<file path="src/rtl/seg_pkg.sv">
// Shared types and constants for the seven-segment scanner: FSM states,
// display glyphs and their active-low segment patterns.
package seg_pkg;

   typedef enum logic [1:0] {IDLE, LOAD, CONV, DONE} state_t;

   typedef enum logic [3:0] {
      DIG0 = 4'd0, DIG1 = 4'd1, DIG2 = 4'd2, DIG3 = 4'd3, DIG4 = 4'd4,
      DIG5 = 4'd5, DIG6 = 4'd6, DIG7 = 4'd7, DIG8 = 4'd8, DIG9 = 4'd9,
      MINUS = 4'd10, LETTER_E = 4'd11, BLANK = 4'd12
   } glyph_t;

   localparam int MAX_POS_DEFAULT = 9999;
   localparam int MIN_NEG_DEFAULT = -999;
   localparam int BCD_STEPS       = 14;

   // {g,f,e,d,c,b,a}, a segment lights when its bit is 0
   localparam logic [6:0] SEG_0     = 7'b1000000;
   localparam logic [6:0] SEG_1     = 7'b1111001;
   localparam logic [6:0] SEG_2     = 7'b0100100;
   localparam logic [6:0] SEG_3     = 7'b0110000;
   localparam logic [6:0] SEG_4     = 7'b0011001;
   localparam logic [6:0] SEG_5     = 7'b0010010;
   localparam logic [6:0] SEG_6     = 7'b0000010;
   localparam logic [6:0] SEG_7     = 7'b1111000;
   localparam logic [6:0] SEG_8     = 7'b0000000;
   localparam logic [6:0] SEG_9     = 7'b0010000;
   localparam logic [6:0] SEG_MINUS = 7'b0111111;
   localparam logic [6:0] SEG_E     = 7'b0000110;
   localparam logic [6:0] SEG_BLANK = 7'b1111111;

   function automatic logic [6:0] glyph_to_seg(input glyph_t g);
      case (g)
         DIG0:     return SEG_0;
         DIG1:     return SEG_1;
         DIG2:     return SEG_2;
         DIG3:     return SEG_3;
         DIG4:     return SEG_4;
         DIG5:     return SEG_5;
         DIG6:     return SEG_6;
         DIG7:     return SEG_7;
         DIG8:     return SEG_8;
         DIG9:     return SEG_9;
         MINUS:    return SEG_MINUS;
         LETTER_E: return SEG_E;
         default:  return SEG_BLANK;
      endcase
   endfunction

endpackage

</file>
<file path="src/rtl/bcd_converter.sv">
// Sequential 14-bit double-dabble: one add-3/shift step per cycle after start.
// done marks the cycle of the last shift, so bcd is final on the next cycle.
module bcd_converter
   import seg_pkg::*;
(
   input  logic        in_clk,
   input  logic        reset,
   input  logic        start,
   input  logic [13:0] mag,
   output logic        done,
   output logic [15:0] bcd
);

   logic [13:0] sh;
   logic [3:0]  cnt;
   logic [15:0] adj;

   always_comb begin
      adj = bcd;
      for (int i = 0; i < 4; i++)
         if (bcd[4*i +: 4] >= 4'd5) adj[4*i +: 4] = bcd[4*i +: 4] + 4'd3;
   end

   assign done = (cnt == 4'd1);

   always_ff @(posedge in_clk or posedge reset) begin
      if (reset) begin
         sh  <= '0;
         bcd <= '0;
         cnt <= '0;
      end else if (start) begin
         sh  <= mag;
         bcd <= '0;
         cnt <= 4'(BCD_STEPS);
      end else if (cnt != 4'd0) begin
         {bcd, sh} <= {adj, sh} << 1;
         cnt       <= cnt - 4'd1;
      end
   end

endmodule

</file>
<file path="src/rtl/seg_display_scanner.sv">
// Signed value to 4-digit common-anode display: conversion FSM, glyph/sign
// placement and a free-running one-digit-per-cycle scanner.
module seg_display_scanner
   import seg_pkg::*;
#(
   parameter int DATA_W  = 16,
   parameter int MAX_POS = MAX_POS_DEFAULT,
   parameter int MIN_NEG = MIN_NEG_DEFAULT
) (
   input  logic                     in_clk,
   input  logic                     reset,
   input  logic signed [DATA_W-1:0] value,
   output logic [6:0]               seg,
   output logic [3:0]               an,
   output logic                     dp,
   output logic                     busy
);

   localparam logic signed [DATA_W-1:0] HI = DATA_W'(MAX_POS);
   localparam logic signed [DATA_W-1:0] LO = DATA_W'(MIN_NEG);

   state_t                   state;
   logic                     first, neg, err;
   logic signed [DATA_W-1:0] last_val;
   glyph_t                   disp [4];
   glyph_t                   nxt  [4];
   logic [1:0]               digit_sel;
   logic                     start, done;
   logic [13:0]              mag;
   logic [15:0]              bcd;
   logic                     b1, b2, b3;

   assign dp    = 1'b1;
   assign start = (state == LOAD);
   // Low 14 bits of |value|; anything wider is out of range and flagged by err.
   assign mag   = (value[13:0] ^ {14{value[DATA_W-1]}}) + 14'(value[DATA_W-1]);

   bcd_converter u_bcd (
      .in_clk (in_clk),
      .reset  (reset),
      .start  (start),
      .mag    (mag),
      .done   (done),
      .bcd    (bcd)
   );

   always_comb begin
      b3 = (bcd[15:12] == 4'd0);
      b2 = b3 && (bcd[11:8] == 4'd0);
      b1 = b2 && (bcd[7:4] == 4'd0);
      nxt[0] = glyph_t'(bcd[3:0]);
      nxt[1] = b1 ? BLANK : glyph_t'(bcd[7:4]);
      nxt[2] = b2 ? BLANK : glyph_t'(bcd[11:8]);
      nxt[3] = b3 ? BLANK : glyph_t'(bcd[15:12]);
      if (neg) begin
         if (b1)      nxt[1] = MINUS;
         else if (b2) nxt[2] = MINUS;
         else         nxt[3] = MINUS;
      end
      if (err) begin
         nxt[3] = LETTER_E;
         nxt[2] = MINUS;
         nxt[1] = MINUS;
         nxt[0] = MINUS;
      end
   end

   always_ff @(posedge in_clk or posedge reset) begin
      if (reset) begin
         state    <= IDLE;
         first    <= 1'b1;
         busy     <= 1'b0;
         last_val <= '0;
         neg      <= 1'b0;
         err      <= 1'b0;
         for (int i = 0; i < 4; i++) disp[i] <= BLANK;
      end else begin
         case (state)
            IDLE: if (first || value != last_val) begin
               state <= LOAD;
               busy  <= 1'b1;
            end
            LOAD: begin
               last_val <= value;
               first    <= 1'b0;
               neg      <= value[DATA_W-1];
               err      <= (value > HI) || (value < LO);
               state    <= CONV;
            end
            CONV: if (done) state <= DONE;
            DONE: begin
               disp  <= nxt;
               busy  <= 1'b0;
               state <= IDLE;
            end
            default: state <= IDLE;
         endcase
      end
   end

   always_ff @(posedge in_clk or posedge reset) begin
      if (reset) begin
         digit_sel <= 2'd0;
         an        <= 4'b1111;
         seg       <= SEG_BLANK;
      end else begin
         an        <= ~(4'b0001 << digit_sel);
         seg       <= glyph_to_seg(disp[digit_sel]);
         digit_sel <= digit_sel + 2'd1;
      end
   end

endmodule

</file>
<file path="config.mk">
export PLATFORM = sky130hd
export DESIGN_NAME = seg_display_scanner
export DESIGN_NICKNAME = d
export VERILOG_FILES = /design/src/rtl/seg_pkg.sv /design/src/rtl/bcd_converter.sv /design/src/rtl/seg_display_scanner.sv
export SDC_FILE = /design/constraint.sdc
export NUM_CORES = 1
export LEC_CHECK = 0
export ABC_CLOCK_PERIOD_IN_PS = 3100
export CAP_MARGIN = 20
export CORE_MARGIN = 3
export CORE_UTILIZATION = 60
export CTS_CLUSTER_SIZE = 10
export DETAILED_ROUTE_END_ITERATION = 10
export HOLD_SLACK_MARGIN = 0.05
export PLACE_DENSITY = 0.81
export SLEW_MARGIN = 10
export SYNTH_ARGS = -nofsm -noshare
export SYNTH_HDL_FRONTEND = slang
export SYNTH_SLANG_ARGS = --single-unit
</file>
<file path="constraint.sdc">
create_clock -name in_clk -period 3.1 [get_ports in_clk]
set_clock_uncertainty 0.05 [all_clocks]
set_input_delay 0.62 -clock in_clk [delete_from_list [all_inputs] [get_ports in_clk]]
set_output_delay 0.62 -clock in_clk [all_outputs]
set_load 0.01 [all_outputs]
</file>
==> run metrics, run 1 <==
sequential element share of the synthesized area a little over two fifths; Syn Nets ~560; worst setup path class in -> reg; Worst EP required between 3 and 4 ns; leading area contributor after synthesis dfrtp_1; DP Worst Slack between 0.1 and 0.15 ns; Worst Min Path Start first$_DFFE_PP1P_; Final Core Density between 70% and 80%; main flop type after synthesis dfrtp_1; endpoints failing hold 0; vias post-DR ~3,600; R2R depth 6; reg-to-reg endpoint u_bcd.sh[11]$_DFFE_PP0P_; DP HPWL 6.97 mm; row count 32; FF-to-FF Start u_bcd.cnt[0]$_DFFE_PP0P_; final wirelength between 9 and 10 mm; Fmax achieved 385 MHz; pin count of the biggest net entering global routing 55; synth warn 0; status finished clean; Final Instance Area roughly 5500 sq um; Antenna Diode Count 0; Avg WL per Cell around 15 um; part of the cycle the worst path needs a little over four fifths; initial antenna violation count 0; Initial Utilization a little over three fifths; CP cell instances clkdlybuf4s50_1, ha_1, ha_1, or4b_2, a22oi_1, xnor2_1, nand2_1, o21ai_0; # port buffers 29; Nets approximately 580; cts hold-fix bufs 0; Remaining DRCs 0; clk root buf clkbuf_8; Worst Tran Pin Value between 0.8 and 0.9 ns; Synth area leaders dfrtp_1, dfstp_2, ha_1, xnor2_1, a21oi_1; CP delay by family, top simple AND/OR/NAND/NOR gates; CTS sink cnt between 80 and 90; CTS resizes 0; leakage around 0.0023 uW; maximum VDD drop between 0.4 and 0.5 mV; htree depth 3; clock slew seen by the registers of the worst setup and hold paths roughly 0.09 ns; DRT Pass-1 Iters 5; Post-synth ARST share 100%; total power after layout 4820 uW; Syn Area/Cell 9.63 sq um; Post-CTS Setup Repair Bufs 0; IO Pins 31; number of global-route vias before repair ~3,600; count leader, synth dfrtp_1; core box area between 7000 and 8000 sq um; synthesis-to-layout area growth 12.4%; Die Y 96.5 um; PnR worst setup slack 0.505 ns; Synth top area share approximately 33%; crit path max fanout 5; Mapped Area approximately 5000 sq um; Post-synth EDFFs 0; total grt overflow 0; ANT nets after route 0; gpl congestion around 0.85; Synth top cells by count dfrtp_1, nand2_1, a21oi_1, xnor2_1, inv_1; Slew HR between 40% and 50%; final worst path period need about 2.6 ns; clock buffer depth 2; CTS buffer count 9; hold depth 1; Crit-path slowest cell or4b_2; Die ar. 9310 sq um; GRT Util Overall a little under a quarter; Post-Route Setup TNS 0 ns; Startpoint Class input port; CTS tree yes; Final Max Tran Viols 0; critical path arrival between 2 and 3 ns; Crit path buffers/inverters 1; HP Class reg -> reg; register bit count reported by yosys 84; chip width around 96 um; R2R setup slack between 0.9 and 1 ns; layout cell share with drive strength beyond 1 around 15%; CP most frequent cell ha_1; final setup vio count 0; RSZ-0062 raised after global routing false; CP max stage delay 0.61 ns; P per Cell Area roughly 870 nW/um^2; Placed Area roughly 5300 sq um; DRT iter0 DRCs 210; Mapped Cells a little over 500; Min-Delay Endpoint first$_DFFE_PP1P_; Worst Setup End Kind flop; Vias/cell roughly 5.7; max-cap viol count 0; Clock Latency Late Sink around 0.36 ns; first-pass GRT wire length between 15 and 20 mm; Netlist cell types 53
-- state kept, by name, indices dropped and copies added, names as in the netlist --
| signal | cells |
|---|---|
| an | 4 |
| busy | 1 |
| digit_sel | 2 |
| disp | 16 |
| err | 1 |
| first | 1 |
| last_val | 15 |
| neg | 1 |
| seg | 7 |
| state | 2 |
| u_bcd.bcd | 16 |
| u_bcd.cnt | 4 |
| u_bcd.sh | 14 |
-- through the flow --
step                hold slack, ns  std cells
finish                       0.444        635
global route                 0.454        635
CTS                          0.442        635
detailed placement           0.429        619
global placement             0.420        619
floorplan                    0.394        510
-- cell usage in the layout, fill, tap and decap left out, types with 2 or more instances in the layout --
master and n:
o21ai_0 26, buf_4 10, a211oi_1 11, inv_1 32, nand4_1 4, or2_2 2, or4b_2 2, nand3b_1 2
a31oi_1 4, a21o_1 6, dfrtp_1 64, mux2_2 17, nor2_1 29, o31ai_1 2, clkbuf_8 9, o32a_1 3
mux2i_1 10, nor3_1 6, nand3_1 15, nand2b_1 9, nor2b_1 3, nor3b_1 5, inv_6 3, ha_1 29
mux4_2 4, nand2_1 51, clkdlybuf4s50_1 29, o32ai_1 2, and3_1 3, a21oi_1 46, or3b_2 3, and2_1 5
xnor2_1 37, xor2_1 5, dfstp_2 20, buf_12 2
-- final cells by class --
class	instances	area, sq um
Multi-Input combinational cell	359	2510
Clock buffer	10	149
Tap cell	102	128
Sequential cell	84	2130
Clock inverter	6	73.8
Inverter	33	125
Timing Repair Buffer	41	405
Fill cell	590	2330
-- report_power, final --
part	leakage, uW	switching (uW)	total, uW	internal (uW)
Sequential	0.000978	343	1940	1600
Clock	0.000115	433	869	436
Combinational	0.00122	1040	2010	969
-- how the worst max path moves through the flow --
stage,from,end,slack [ns],cells past startpoint
after floorplan,reset,busy$_DFFE_PP0P_,0.30,1
after global placement,value[15],u_bcd.sh[6]$_DFFE_PP0P_,0.22,8
after detailed placement,value[15],u_bcd.sh[6]$_DFFE_PP0P_,0.14,8
after CTS,value[15],u_bcd.sh[6]$_DFFE_PP0P_,0.51,8
after global routing,value[15],u_bcd.sh[6]$_DFFE_PP0P_,0.35,8
final,value[15],u_bcd.sh[6]$_DFFE_PP0P_,0.50,8
-- kinds of logic after synthesis --
| kind of cell | Yosys count | synth area share [%] |
|---|---|---|
| DFF | 84 | 43.3 |
| AOI/OAI and AO/OA | 112 | 13.8 |
| buffers and inverters | 67 | 5.60 |
| adders and majority gates | 30 | 7.64 |
| xor gates and xnor gates | 42 | 7.49 |
| other | 1 | 0.0763 |
| and+or+nand+nor | 143 | 14.3 |
| muxes | 31 | 7.77 |
-- per-layer routing --
metal	vias up	global-route usage (%)	routed length, um
li1	1775	-	-
met1	1764	27.3	4040
met2	82	40.4	5090
met4	0	6.66	182
met5	-	0	0
met3	16	5.03	458
Note: power is estimated with default switching activity, not from simulation.
==> run 2: changes to the inputs <==
ABC_CLOCK_PERIOD_IN_PS = 2380   (was 3100)
CORE_UTILIZATION = 54   (was 60)
PLACE_DENSITY = 0.77   (was 0.81)
clock period = 2.38 ns   (was 3.1 ns; I/O delays follow)
==> run 2 against run 1 <==
  * Register-to-register slack worse by 0.67 ns
  * Highest routed layer unchanged
  * Critical path type unchanged
  * Wire length fell by 0.19%
  * Via count increased by 2.7%
  * Clock power increased by 21%
  * Worst hold slack worse by 0.053 ns
  * Largest power group unchanged
==> run metrics, run 2 (synthesis gave the netlist of run 1 again) <==
total grt overflow 0 (unchanged); clk root buf clkbuf_8 (unchanged); critical path arrival 2.37 ns (was 2.82 ns); layout cell share with drive strength beyond 1 18.9% (was 15.0%); CTS buffer count 9 (unchanged); R2R depth 7 (was 6); HP Class in -> async (was reg -> reg); Avg WL per Cell 14.7 um (was 15.4 um); CP cell instances clkdlybuf4s50_1, xor2_1, ha_1, or4b_2, a22oi_1, xnor2_1, nand2_1, o21ai_0 (was clkdlybuf4s50_1, ha_1, ha_1, or4b_2, a22oi_1, xnor2_1, nand2_1, o21ai_0); leakage 0.00242 uW (was 0.00231 uW); CP delay by family, top simple AND/OR/NAND/NOR gates (unchanged); htree depth 3 (unchanged); Initial Utilization 56.1% (was 62.6%); Crit path buffers/inverters 1 (unchanged); Post-Route Setup TNS 0 ns (unchanged); PnR worst setup slack 0.223 ns (was 0.505 ns); number of global-route vias before repair 3,660 (was 3,604); part of the cycle the worst path needs around nine tenths; final wirelength 9.76 mm (was 9.77 mm); worst setup path class in -> reg (unchanged); clock slew seen by the registers of the worst setup and hold paths 0.09 ns (about the same); CP Depth 8 (unchanged); Post-CTS Setup Repair Bufs 0 (unchanged); clock buffer depth 2 (unchanged); IO Pins 31 (unchanged); reg-to-reg endpoint disp[9]$_DFFE_PP0P_ (was u_bcd.sh[11]$_DFFE_PP0P_); Setup crit start value[1] (was value[15]); Startpoint Class input port (unchanged); Crit-path slowest cell or4b_2 (unchanged); Remaining DRCs 0 (unchanged); gpl congestion 0.834 (was 0.849); first-pass GRT wire length 16.5 mm (about the same); P per Cell Area 1090 nW/um^2 (was 874 nW/um^2); cell count after placement 649 (was 619); ANT nets after route 0 (unchanged); Final Instance Area 5700 sq um (was 5520 sq um); Die ar. 10,300 sq um (was 9310 sq um); most frequent cells in the layout dfrtp_1, nand2_1, a21oi_1 (unchanged); synthesis-to-layout area growth 16.1% (was 12.4%); Clock Latency Late Sink 0.35 ns (was 0.36 ns); # port buffers 29 (unchanged); Final Max Tran Viols 0 (unchanged); pin count of the biggest net entering global routing 70 (was 55); Worst Setup End Kind flop (unchanged); cts hold-fix bufs 0 (unchanged); DP HPWL 7.30 mm (was 6.97 mm); core box area 8760 sq um (was 7850 sq um); DRT iter0 DRCs 123 (was 210); Critical Path End u_bcd.sh[6]$_DFFE_PP0P_ (unchanged); CTS sink cnt 84 (unchanged); Die Y 101 um (was 96.5 um); Placed Area 5490 sq um (was 5300 sq um); Fmax achieved 464 MHz; max-cap viol count 0 (unchanged); GRT Util Overall 19.8% (was 22.7%); final setup vio count 0 (unchanged); endpoints failing hold 0 (unchanged); FF-to-FF Start u_bcd.bcd[12]$_DFFE_PP0P_ (was u_bcd.cnt[0]$_DFFE_PP0P_); chip width 101 um (was 96.5 um); initial antenna violation count 0 (unchanged); count of non-filler cells in the finished layout 665 (was 635); vias post-DR 3,737 (was 3,637); DRT Pass-1 Iters 4 (was 5); final worst path period need 2.16 ns; DP Worst Slack -0.347 ns (was 0.139 ns); Worst EP required 2.59 ns (was 3.32 ns); Antenna Diode Count 0 (unchanged); maximum VDD drop 0.470 mV (was 0.448 mV); row count 34 (was 32); Vias/cell 5.62 (was 5.73); status finished clean (unchanged); crit path max fanout 2 (was 5); most common cell after layout, fill and taps aside dfrtp_1 (unchanged); Nets 600 (was 576); RSZ-0062 raised after global routing false (unchanged); largest registers disp x16, u_bcd.bcd x16, last_val x15 (unchanged); CP max stage delay 0.59 ns (was 0.61 ns); CTS resizes 0 (unchanged); R2R setup slack 0.27 ns (was 0.94 ns); CTS tree yes (unchanged)
run 2: worst min path at each step:
stage	start	endpoint	cells past startpoint
final	reset	digit_sel[0]$_DFF_PP0_	2
after global placement	disp[12]$_DFFE_PP0P_	disp[12]$_DFFE_PP0P_	2
after floorplan	disp[12]$_DFFE_PP0P_	disp[12]$_DFFE_PP0P_	2
after CTS	reset	digit_sel[0]$_DFF_PP0_	2
after global routing	reset	digit_sel[0]$_DFF_PP0_	2
after detailed placement	u_bcd.cnt[3]$_DFFE_PP0P_	u_bcd.cnt[3]$_DFFE_PP0P_	1
run 2: through the flow:
stage	power [uW]	hold WS, ns	util, %
after floorplan	4490	0.394	-
after global placement	5070	0.422	62.6
after detailed placement	5220	0.426	62.6
after CTS	6280	0.396	65.0
after global routing	6730	0.401	65.1
final	6240	0.391	65.1
run 2: final cells by class:
cell class                      instances  area, sq um
Sequential cell                        84         2130
Clock buffer                           10          138
Multi-Input combinational cell        359         2520
Inverter                               33          128
Clock inverter                          6         70.1
Fill cell                             690         3060
Timing Repair Buffer                   65          588
Tap cell                              108          135
run 2: per-layer routing:
metal	global-route usage [%]	routed length (um)	vias up
met4	6.24	146	0
li1	-	-	1824
met3	3.72	400	15
met1	24.0	4170	1818
met2	35.7	5040	80
met5	0	0	-
run 2: where the power goes:
group	leakage [uW]	switching [uW]	internal, uW
Sequential	0.000978	434	2080
Clock	0.000107	524	523
Combinational	0.00134	1360	1320
Total	0.00242	2320	3930
==> run 3: changes to the inputs <==
TNS_END_PERCENT = 10   (was not set)
==> run 3 against run 2 <==
  * Sequential cell count stayed put
  * Maximum frequency fell by 1.3%
  * Wire length increased by 2.0%
  * Total power fell by 1.5%
  * Utilization down 0.53 points
  * Non-clock buffer count fell by 1
  * Combinational power fell by 1%
  * Critical path type unchanged
  * Largest power group unchanged
==> run metrics, run 3 (synthesis gave the netlist of run 1 again) <==
critical path arrival 2.42 ns (was 2.37 ns); most common cell after layout, fill and taps aside dfrtp_1 (unchanged); Vias/cell 5.69 (was 5.62); CP cell instances clkdlybuf4s50_1, xor2_1, ha_1, or4b_2, a22oi_1, xnor2_1, nand2_1, o21ai_0 (unchanged); row count 34 (unchanged); Final Max Tran Viols 0 (unchanged); chip width 101 um (unchanged); max-cap viol count 0 (unchanged); clock buffer depth 2 (unchanged); leakage 0.00241 uW (was 0.00242 uW); Worst Setup End Kind flop (unchanged); most frequent cells in the layout dfrtp_1, nand2_1, a21oi_1 (unchanged); Worst EP required 2.61 ns (was 2.59 ns); first-pass GRT wire length 17.3 mm (was 16.5 mm); CP max stage delay 0.59 ns (about the same); Crit-path slowest cell or4b_2 (unchanged); Antenna Diode Count 0 (unchanged); Final Core Density 64.5% (was 65.1%); core box area 8760 sq um (unchanged); worst setup path class in -> reg (unchanged); Clock Latency Late Sink 0.36 ns (was 0.35 ns); htree depth 3 (unchanged); DRT iter0 DRCs 145 (was 123); layout cell share with drive strength beyond 1 18.3% (was 18.9%); final setup vio count 0 (unchanged); clk root buf clkbuf_8 (unchanged); IO Pins 31 (unchanged); part of the cycle the worst path needs 91.8% (was 90.6%); clock slew seen by the registers of the worst setup and hold paths 0.09 ns (about the same); Final Instance Area 5660 sq um (was 5700 sq um); maximum VDD drop 0.450 mV (was 0.470 mV); P per Cell Area 1090 nW/um^2 (about the same); CTS buffer count 9 (unchanged); pin count of the biggest net entering global routing 85 (was 70); Fmax achieved 458 MHz (was 464 MHz); status finished clean (unchanged); final wirelength 9.95 mm (was 9.76 mm); CTS tree yes (unchanged); ANT nets after route 0 (unchanged); endpoints failing hold 0 (unchanged); DP HPWL 7.24 mm (was 7.30 mm); Initial Utilization 56.1% (unchanged); Die Y 101 um (unchanged); Post-CTS Setup Repair Bufs 0 (unchanged); Layout fillers 685 (was 690); Avg WL per Cell 15.0 um (was 14.7 um); Startpoint Class input port (unchanged); synthesis-to-layout area growth 15.2% (was 16.1%); CTS resizes 0 (unchanged); number of global-route vias before repair 3,710 (was 3,660); CTS sink cnt 84 (unchanged); total grt overflow 0 (unchanged); HP Class reg -> reg (was in -> async); GRT Util Overall 21.0% (was 19.8%); largest registers disp x16, u_bcd.bcd x16, last_val x15 (unchanged); Placed Area 5470 sq um (was 5490 sq um); gpl congestion 0.902 (was 0.834); Nets 599 (was 600); cts hold-fix bufs 0 (unchanged); final worst path period need 2.19 ns (was 2.16 ns); # port buffers 29 (unchanged); DRT Pass-1 Iters 4 (unchanged); crit path max fanout 2 (unchanged); Remaining DRCs 0 (unchanged); initial antenna violation count 0 (unchanged); Die ar. 10,300 sq um (unchanged); RSZ-0062 raised after global routing false (unchanged); vias post-DR 3,781 (was 3,737)
run 3: path summary, 6_finish.rpt:
path | cells past startpoint | slack [ns] | to | start
max | 8 | 0.19 | u_bcd.sh[6]$_DFFE_PP0P_ | value[1]
min | 1 | 0.44 | disp[10]$_DFFE_PP1P_ | disp[10]$_DFFE_PP1P_
max in group asynchronous | 3 | 1.39 | first$_DFFE_PP1P_ | reset
min in group asynchronous | 3 | 0.52 | digit_sel[0]$_DFF_PP0_ | reset
max reg2reg | 7 | 0.28 | disp[9]$_DFFE_PP0P_ | u_bcd.bcd[12]$_DFFE_PP0P_
min reg2reg | 1 | 0.44 | disp[10]$_DFFE_PP1P_ | disp[10]$_DFFE_PP1P_
run 3: routing by layer:
| layer | vias up | global-route usage (%) | wire, um |
|---|---|---|---|
| li1 | 1826 | - | - |
| met1 | 1863 | 27.5 | 4460 |
| met2 | 78 | 34.8 | 5000 |
| met3 | 14 | 4.89 | 386 |
| met4 | 0 | 5.93 | 106 |
| met5 | - | 0 | 0 |
run 3: area by class of cell:
type	count	area, sq um	area share [%]
Multi-Input combinational cell	359	2510	44.4
Tap cell	108	135	2.39
Timing Repair Buffer	64	568	10.0
Inverter	33	128	2.26
Sequential cell	84	2130	37.6
Clock buffer	11	153	2.70
Clock inverter	5	33.8	0.597
run 3: worst max-delay path: cells and delay by family:
kind | cells | cell delay [ns]
and+or+nand+nor | 2 | 0.65
xor gates and xnor gates | 2 | 0.33
buffers and inverters | 1 | 0.50
AOI/OAI and AO/OA | 2 | 0.28
adders and majority gates | 1 | 0.18
run 3: power breakdown:
part	leakage [uW]	internal [uW]	total (uW)	switching [uW]
logic	0.00133	1290	2640	1350
clock network	0.0000991	446	981	535
registers	0.000978	2080	2530	441
total	0.00241	3820	6150	2330
run 3: per-stage QoR:
step | hold slack (ns) | std cells | worst slack [ns] | TNS (ns) | total power (uW)
floorplan | 0.394 | 510 | -0.0597 | -0.0597 | 4490
global placement | 0.415 | 648 | -0.171 | -0.877 | 5050
detailed placement | 0.421 | 648 | -0.228 | -1.28 | 5190
CTS | 0.441 | 664 | 0.147 | 0 | 6180
global route | 0.465 | 664 | 0.0572 | 0 | 6660
finish | 0.444 | 664 | 0.195 | 0 | 6150
